File: src/rtl/fetch_redirect_controller.sv
// fetch_redirect_controller
//   Front-end pipeline steering. It tracks the oldest unresolved control-flow
//   event and drives the per-stage stall/flush controls, the redirect PC, and
//   two saturating performance counters.
//
//   States:
//     RUN      - normal flow. Load-use hazards stall fetch/decode here.
//     BR_WAIT  - an unpredicted branch is in flight. Fetch is held until it
//                resolves.
//     REDIRECT - a single cycle that presents the corrected PC on irreg_pc.
//
//   Ports:
//     clk, rst            - clock; synchronous active-low reset
//     fetch_is_branch     - fetch-stage instruction is a branch/jump
//     fetch_pc_predicted  - fetch-stage next PC came from the predictor
//     dec_load_use        - decode detects a load-use hazard
//     resolve_valid       - a branch resolved this cycle
//     resolve_mispredict  - the resolved branch left the fetched path
//     resolve_target      - correct next PC of the resolved branch
//     fetch_stall, fetch_flush, decode_stall, decode_flush, execute_flush
//                         - per-stage pipeline controls
//     irreg_pc            - redirect PC (0 = no redirect)
//     mispredict_cnt      - number of REDIRECT entries (saturating)
//     stall_cnt           - number of cycles with fetch_stall=1 (saturating)
//
//   Build option:
//     BRANCH_RESOLVE_MEM_EN - branches resolve in the memory stage, so the
//     instruction in execute is on the wrong path as well. In that case
//     execute_flush is also raised in REDIRECT and on BR_WAIT exit. When the
//     macro is undefined, branches resolve in execute and execute_flush only
//     marks load-use bubbles.
module fetch_redirect_controller #(
  parameter int ADDR_WIDTH = 32,
  parameter int CNT_WIDTH  = 16
) (
  input  logic                  clk,
  input  logic                  rst,
  input  logic                  fetch_is_branch,
  input  logic                  fetch_pc_predicted,
  input  logic                  dec_load_use,
  input  logic                  resolve_valid,
  input  logic                  resolve_mispredict,
  input  logic [ADDR_WIDTH-1:0] resolve_target,
  output logic                  fetch_stall,
  output logic                  fetch_flush,
  output logic                  decode_stall,
  output logic                  decode_flush,
  output logic                  execute_flush,
  output logic [ADDR_WIDTH-1:0] irreg_pc,
  output logic [CNT_WIDTH-1:0]  mispredict_cnt,
  output logic [CNT_WIDTH-1:0]  stall_cnt
);

`ifdef BRANCH_RESOLVE_MEM_EN
  localparam logic RESOLVE_IN_MEM = 1'b1;
`else
  localparam logic RESOLVE_IN_MEM = 1'b0;
`endif

  localparam logic [CNT_WIDTH-1:0] CNT_ONE = {{(CNT_WIDTH-1){1'b0}}, 1'b1};

  typedef enum logic [1:0] {
    RUN      = 2'd0,
    BR_WAIT  = 2'd1,
    REDIRECT = 2'd2
  } state_t;

  state_t                r_state;
  state_t                w_state_next;
  logic [ADDR_WIDTH-1:0] r_target;
  logic [CNT_WIDTH-1:0]  r_mispredict_cnt;
  logic [CNT_WIDTH-1:0]  r_stall_cnt;

  logic                  w_mispredict;
  logic                  w_enter_redirect;
  logic                  w_fetch_stall;
  logic                  w_decode_stall;
  logic                  w_decode_flush;
  logic                  w_execute_flush;
  logic [ADDR_WIDTH-1:0] w_irreg_pc;

  assign w_mispredict = resolve_valid & resolve_mispredict;

  always_comb begin
    w_state_next    = r_state;
    w_fetch_stall   = 1'b0;
    w_decode_stall  = 1'b0;
    w_decode_flush  = 1'b0;
    w_execute_flush = 1'b0;
    w_irreg_pc      = '0;

    case (r_state)
      RUN: begin
        // Priority: mispredict, then load-use, then a new unpredicted branch.
        // A mispredict suppresses the load-use stall entirely because the
        // stalled instruction is on the wrong path anyway.
        if (w_mispredict) begin
          w_state_next = REDIRECT;
        end else if (dec_load_use) begin
          w_fetch_stall   = 1'b1;
          w_decode_stall  = 1'b1;
          w_execute_flush = 1'b1;
        end else if (fetch_is_branch && !fetch_pc_predicted) begin
          w_state_next = BR_WAIT;
        end
      end

      BR_WAIT: begin
        // Held through the resolving cycle as well, so each waiting cycle
        // counts as a stall.
        w_fetch_stall  = 1'b1;
        w_decode_flush = 1'b1;
        if (resolve_valid) begin
          w_execute_flush = RESOLVE_IN_MEM;
          w_state_next    = resolve_mispredict ? REDIRECT : RUN;
        end
      end

      REDIRECT: begin
        // A zero target shows up as irreg_pc=0, which downstream reads as
        // "no redirect". The event is still counted.
        w_irreg_pc      = r_target;
        w_decode_flush  = 1'b1;
        w_execute_flush = RESOLVE_IN_MEM;
        w_state_next    = RUN;
      end

      default: begin
        w_state_next = RUN;
      end
    endcase

    w_enter_redirect = (w_state_next == REDIRECT) && (r_state != REDIRECT);
  end

  always_ff @(posedge clk) begin
    if (!rst) begin
      r_state          <= RUN;
      r_target         <= '0;
      r_mispredict_cnt <= '0;
      r_stall_cnt      <= '0;
    end else begin
      r_state <= w_state_next;
      if (w_enter_redirect) begin
        r_target <= resolve_target;
        if (r_mispredict_cnt != {CNT_WIDTH{1'b1}}) begin
          r_mispredict_cnt <= r_mispredict_cnt + CNT_ONE;
        end
      end
      if (w_fetch_stall && (r_stall_cnt != {CNT_WIDTH{1'b1}})) begin
        r_stall_cnt <= r_stall_cnt + CNT_ONE;
      end
    end
  end

  // Controls are forced quiet while reset is held, even before the first
  // edge has cleared the state register.
  assign fetch_stall    = rst & w_fetch_stall;
  assign fetch_flush    = 1'b0;
  assign decode_stall   = rst & w_decode_stall;
  assign decode_flush   = rst & w_decode_flush;
  assign execute_flush  = rst & w_execute_flush;
  assign irreg_pc       = rst ? w_irreg_pc : '0;
  assign mispredict_cnt = r_mispredict_cnt;
  assign stall_cnt      = r_stall_cnt;

endmodule

File: config.mk
export PLATFORM = sky130hd
export DESIGN_NAME = fetch_redirect_controller
export DESIGN_NICKNAME = d
export VERILOG_FILES = /design/src/rtl/fetch_redirect_controller.sv
export SDC_FILE = /design/constraint.sdc
export NUM_CORES = 1
export LEC_CHECK = 0
export CAP_MARGIN = 30
export CORE_ASPECT_RATIO = 1.25
export CORE_MARGIN = 8
export CORE_UTILIZATION = 45
export CTS_BUF_LIST = sky130_fd_sc_hd__clkbuf_8 sky130_fd_sc_hd__clkbuf_16
export DETAILED_ROUTE_END_ITERATION = 7
export PLACE_DENSITY = 0.8
export SETUP_SLACK_MARGIN = 0.2
export SYNTH_ARGS = -nofsm -noshare
export SYNTH_HDL_FRONTEND = slang
export SYNTH_SLANG_ARGS = --single-unit
File: constraint.sdc
create_clock -name clk -period 3.01 [get_ports clk]
set_input_delay 0.903 -clock clk [delete_from_list [all_inputs] [get_ports clk]]
set_output_delay 0.903 -clock clk [all_outputs]
set_load 0.03 [all_outputs]
# --- Word level (Yosys, flattened, before mapping) ---
# Index checks and enable logic that the tools add are counted.
totals:
  regBits: 66
  input_bits: 39
  out_inout_bits: 69
  elab_cells: 36
classes:
  addsub: 2
  n_eq_ne: 6
  muxes: 13
  bitwise: 4
  n_reduce_logical: 7
ops:
  columns: ["cell", "n"]
  rows:
  - ["32-bit 2-to-1 mux", 2]
  - ["16-bit by 1-bit adder with 16-bit output, second input constant", 2]
  - ["16-bit inequality test, second input constant", 2]
  - ["2-bit 2-to-1 mux", 5]
  - ["1-bit bitwise AND", 4]
  - ["2-bit == test, second input constant", 2]
  - ["1-bit 2-to-1 mux", 4]
  - ["2-bit case mux with 2 select lines", 1]
  - ["1-bit logical AND", 3]
  - ["2-bit by 1-bit == test with 1-bit output, second input constant", 1]
  - ["2-bit zero test", 1]
  - ["2-bit inequality test, second input constant", 1]
  - ["1-bit case mux with 2 select lines", 1]
  - ["2-bit AND reduction", 1]
  - ["2-bit OR reduction", 1]
  - ["1-bit zero test", 1]

# --- Longest topological paths before layout ---
logic_depth:
  ltp_word: 9
  mapped_depth: 9
  ltp_nobuf: 7

# --- Least setup slack after synthesis ---
# No wires, ideal clock.
synth_timing:
  path_kind: "input port to output port"
  from: "input rst"
  to: "output execute_flush"
  arrival_time_ns: 1.877
  required_time_ns: 2.107
  slack_ns: 0.230
  path_stages: 4
  n_path_buf: 2
  cell_sequence: "inv_2 -> clkbuf_1 -> nor2_1 -> buf_4"
synth_via:
  elab_chain_cells: 1
synth_lines:
  columns: ["item", "line_no", "source"]
  rows:
  - ["start, declared", "37", "input logic rst,"]
  - ["1-bit bitwise AND", "162", "assign execute_flush = rst & w_execute_flush;"]
  - ["end, declared", "48", "output logic execute_flush,"]
# Every way passes these cells.

# --- Final worst setup path ---
layout_timing:
  from: "input rst"
  to: "output irreg_pc[23]"
layout_via:
  elab_chain_cells: 1
layout_lines:
  columns: ["item", "line_no", "source"]
  rows:
  - ["32-bit 2-to-1 mux", "163", "assign irreg_pc = rst ? w_irreg_pc : '0;"]
  - ["end, declared", "49", "output logic [ADDR_WIDTH-1:0] irreg_pc,"]
# Every way passes these cells.

==> impl_metrics.json <==
{
  "outcome": "completed",
  "final_core_util": 0.650,
  "drtAntennaViolNets": 0,
  "rsz0062_at_grt": "no",
  "rr_worst_depth": 7,
  "yosys-top-cells-area": "dfxtp_1 (42%), mux2i_1 (10%), and3_1 (7.2%)",
  "fp-row-count": 34,
  "drive_gt1_frac": 0.147,
  "worstSetupStartpointType": "primary input",
  "stdcell_count": 558,
  "finalCriticalPeriod_ps": 2660,
  "synth_top_family_by_area": "simple AND/OR/NAND/NOR gates",
  "grt_pass1_wl_um": 14000,
  "slowest_delay_ps": 270,
  "synth_top_area_share": 0.422,
  "clk_latency_ps": 340,
  "cts-htree-levels": 3,
  "crit_family": "buffers and inverters",
  "worst_pin_slew_ps": 711,
  "synth_most_common_cell": "dfxtp_1",
  "synth_compound_area_frac": 0.112,
  "vias": 3042,
  "highest_layer": "met4",
  "crit_cells": 4,
  "hold_slack_ps": 490,
  "clock-root-buffer": "clkbuf_8",
  "hold_depth": 2,
  "critPathSlowestCell": "dlygate4sd2_1",
  "r2r_setup_slack_ps": 720,
  "grt.overflow.total": 0,
  "clock_skew_ps": 12.1,
  "place.port_buffers": 106,
  "async_flop_share": 0,
  "cp.arrival_ps": 1760,
  "dr.pass1.iters": 4,
  "path_cells": "dlygate4sd2_1 -> buf_4 -> and3_1 -> buf_4",
  "totalWireLength_um": 8500,
  "design.die.area_um2": 9910,
  "synth_commonest_cells": "dfxtp_1 (66), nor2_1 (48), and3_1 (36), mux2i_1 (32), a21oi_1 (19)",
  "nFillCells": 596,
  "yosys.area_share.simple": 0.275,
  "drv_slew": 0,
  "hold_viol": 0,
  "cts_made_buffers": 9,
  "p_leak_nw": 1.94,
  "relSlewSlack": 0.522,
  "synthXorXnorAreaFrac": 0.0224,
  "wl_met2_um": 3940,
  "drv_cap": 0,
  "nNetsFinal": 507,
  "syn_avg_cell_area_um2": 8.73,
  "power_mw": 2.07,
  "vias_per_cell": 5.45,
  "dp_hpwl_um": 6050,
  "track_usage": 0.169,
  "min_path_type": "reg2reg",
  "cp_common_cell": "buf_4",
  "stdcell_area_um2": 4450,
  "ioPinCount": 108,
  "setup-tns-final_ps": 0,
  "dp_cells": 540,
  "synth_cell_types": 46,
  "diodes": 0,
  "netlist_area_um2": 3130,
  "synthCells": 359,
  "dpl_cell_area_um2": 4190,
  "met1Wirelength_um": 3520,
  "synthAdderAreaFrac": 0.0200,
  "ctsHoldBuffers": 0,
  "start_util": 0.458,
  "route.detailed.drc": 0,
  "setup.worst_path.end_class": "output port",
  "dp_worst_setup_slack_ps": -44.5,
  "syn_nets": 403,
  "wire_per_inst_um": 15.2,
  "dr.first_iter.drc_count": 140,
  "min_period_over_period": 0.885,
  "synthMuxAreaShare": 0.102,
  "synth_warnings": 0,
  "ys_seq_elements": 66,
  "grt_pass1_vias": 2982,
  "cts_tree": "built",
  "synth_edf_count": 0,
  "yosysTopAreaCell": "dfxtp_1",
  "clk_path_buf_depth": 2,
  "crit_type": "in2out",
  "gp_congestion": 0.776,
  "max_freq_mhz": 375,
  "die_w_um": 90.6,
  "wl_met3_um": 876,
  "vdd_ir_drop_max_mv": 0.286,
  "ys.flop_type": "dfxtp_1",
  "fin_ws_ps": 346,
  "core_um2": 6850,
  "antenna_found_initial": 0,
  "cp.buffers_inverters": 3,
  "path_max_fanout": 16,
  "final-setup-viol-count": 0,
  "required_ps": 2110,
  "cellPowerDensity_nw_per_um2": 464,
  "die_y_um": 109,
  "grt_max_degree": 63,
  "cts_sinks": 66,
  "ys_seq_area_frac": 0.422,
  "area_growth_pct": 42.1,
  "cts.clk_slew.worst_paths_ps": 70
}
cells in the final DEF (no fill, tap or decap), drive strengths merged, types with 9 or more instances in the layout:
master	instances
clkbuf	10
clkdlybuf4s50	66
and3	36
a21oi	19
nand2	17
inv	9
nand3	14
nor2	48
mux2i	32
or4	14
o31ai	12
dfxtp	66
buf	48
flip-flops by register name, indices dropped and copies added, names as in the netlist:
name	count
r_target	32
mispredict_cnt	16
stall_cnt	16
r_state	2
per-layer routing:
metal,global-route usage,up-vias
li1,-,1504
met1,0.187,1426
met2,0.273,98
met3,0.0799,14
met4,0.0775,0
met5,0,-
worst min-delay path, delay by kind of cell, from the launching register on:
| family | cells | cell delay (ps) |
|---|---|---|
| flops | 1 | 320 |
| mux | 1 | 60 |
| simple gates | 1 | 70 |
where the power goes:
| group | internal [mW] | switching, mW |
|---|---|---|
| clock network | 0.483 | 0.332 |
| registers | 0.915 | 0.0253 |
| logic | 0.150 | 0.161 |
| total | 1.55 | 0.519 |
timing repair:
| item | CTS | global route |
|---|---|---|
| cloned | 1 | 0 |
| resized for setup | 4 | 5 |
| pin swaps | 0 | 1 |
| endpoints found under the setup margin | 36 | 9 |
| setup buffers | 0 | 1 |
logic make-up (layout without fill, tap and decap cells):
| logic type | count (synthesis) | count (layout) |
|---|---|---|
| adder cells (fa/ha/maj) | 5 | 5 |
| other | 1 | 1 |
| flip-flops | 66 | 66 |
| AO/OA/AOI/OAI | 54 | 54 |
| XOR/XNOR | 8 | 8 |
| buffers and inverters | 33 | 142 |
| AND/OR/NAND/NOR | 160 | 160 |
| multiplexers | 32 | 32 |
final timing paths:
kind                      from             to
setup / recovery           rst   irreg_pc[23]
hold / removal    r_target[28]   r_target[28]
setup reg to reg    r_state[0]  stall_cnt[15]
hold reg to reg   r_target[28]   r_target[28]
layout make-up:
cell class | count | area (um2) | area share
timing repair buffer | 118 | 1080 | 0.243
clock inverter | 6 | 81.3 | 0.0183
inverter | 8 | 30.0 | 0.00674
clock buffer | 10 | 138 | 0.0309
sequential | 66 | 1320 | 0.297
tap | 90 | 113 | 0.0253
multi-input combinational | 260 | 1690 | 0.379
(Power assumes the default switching activity.)
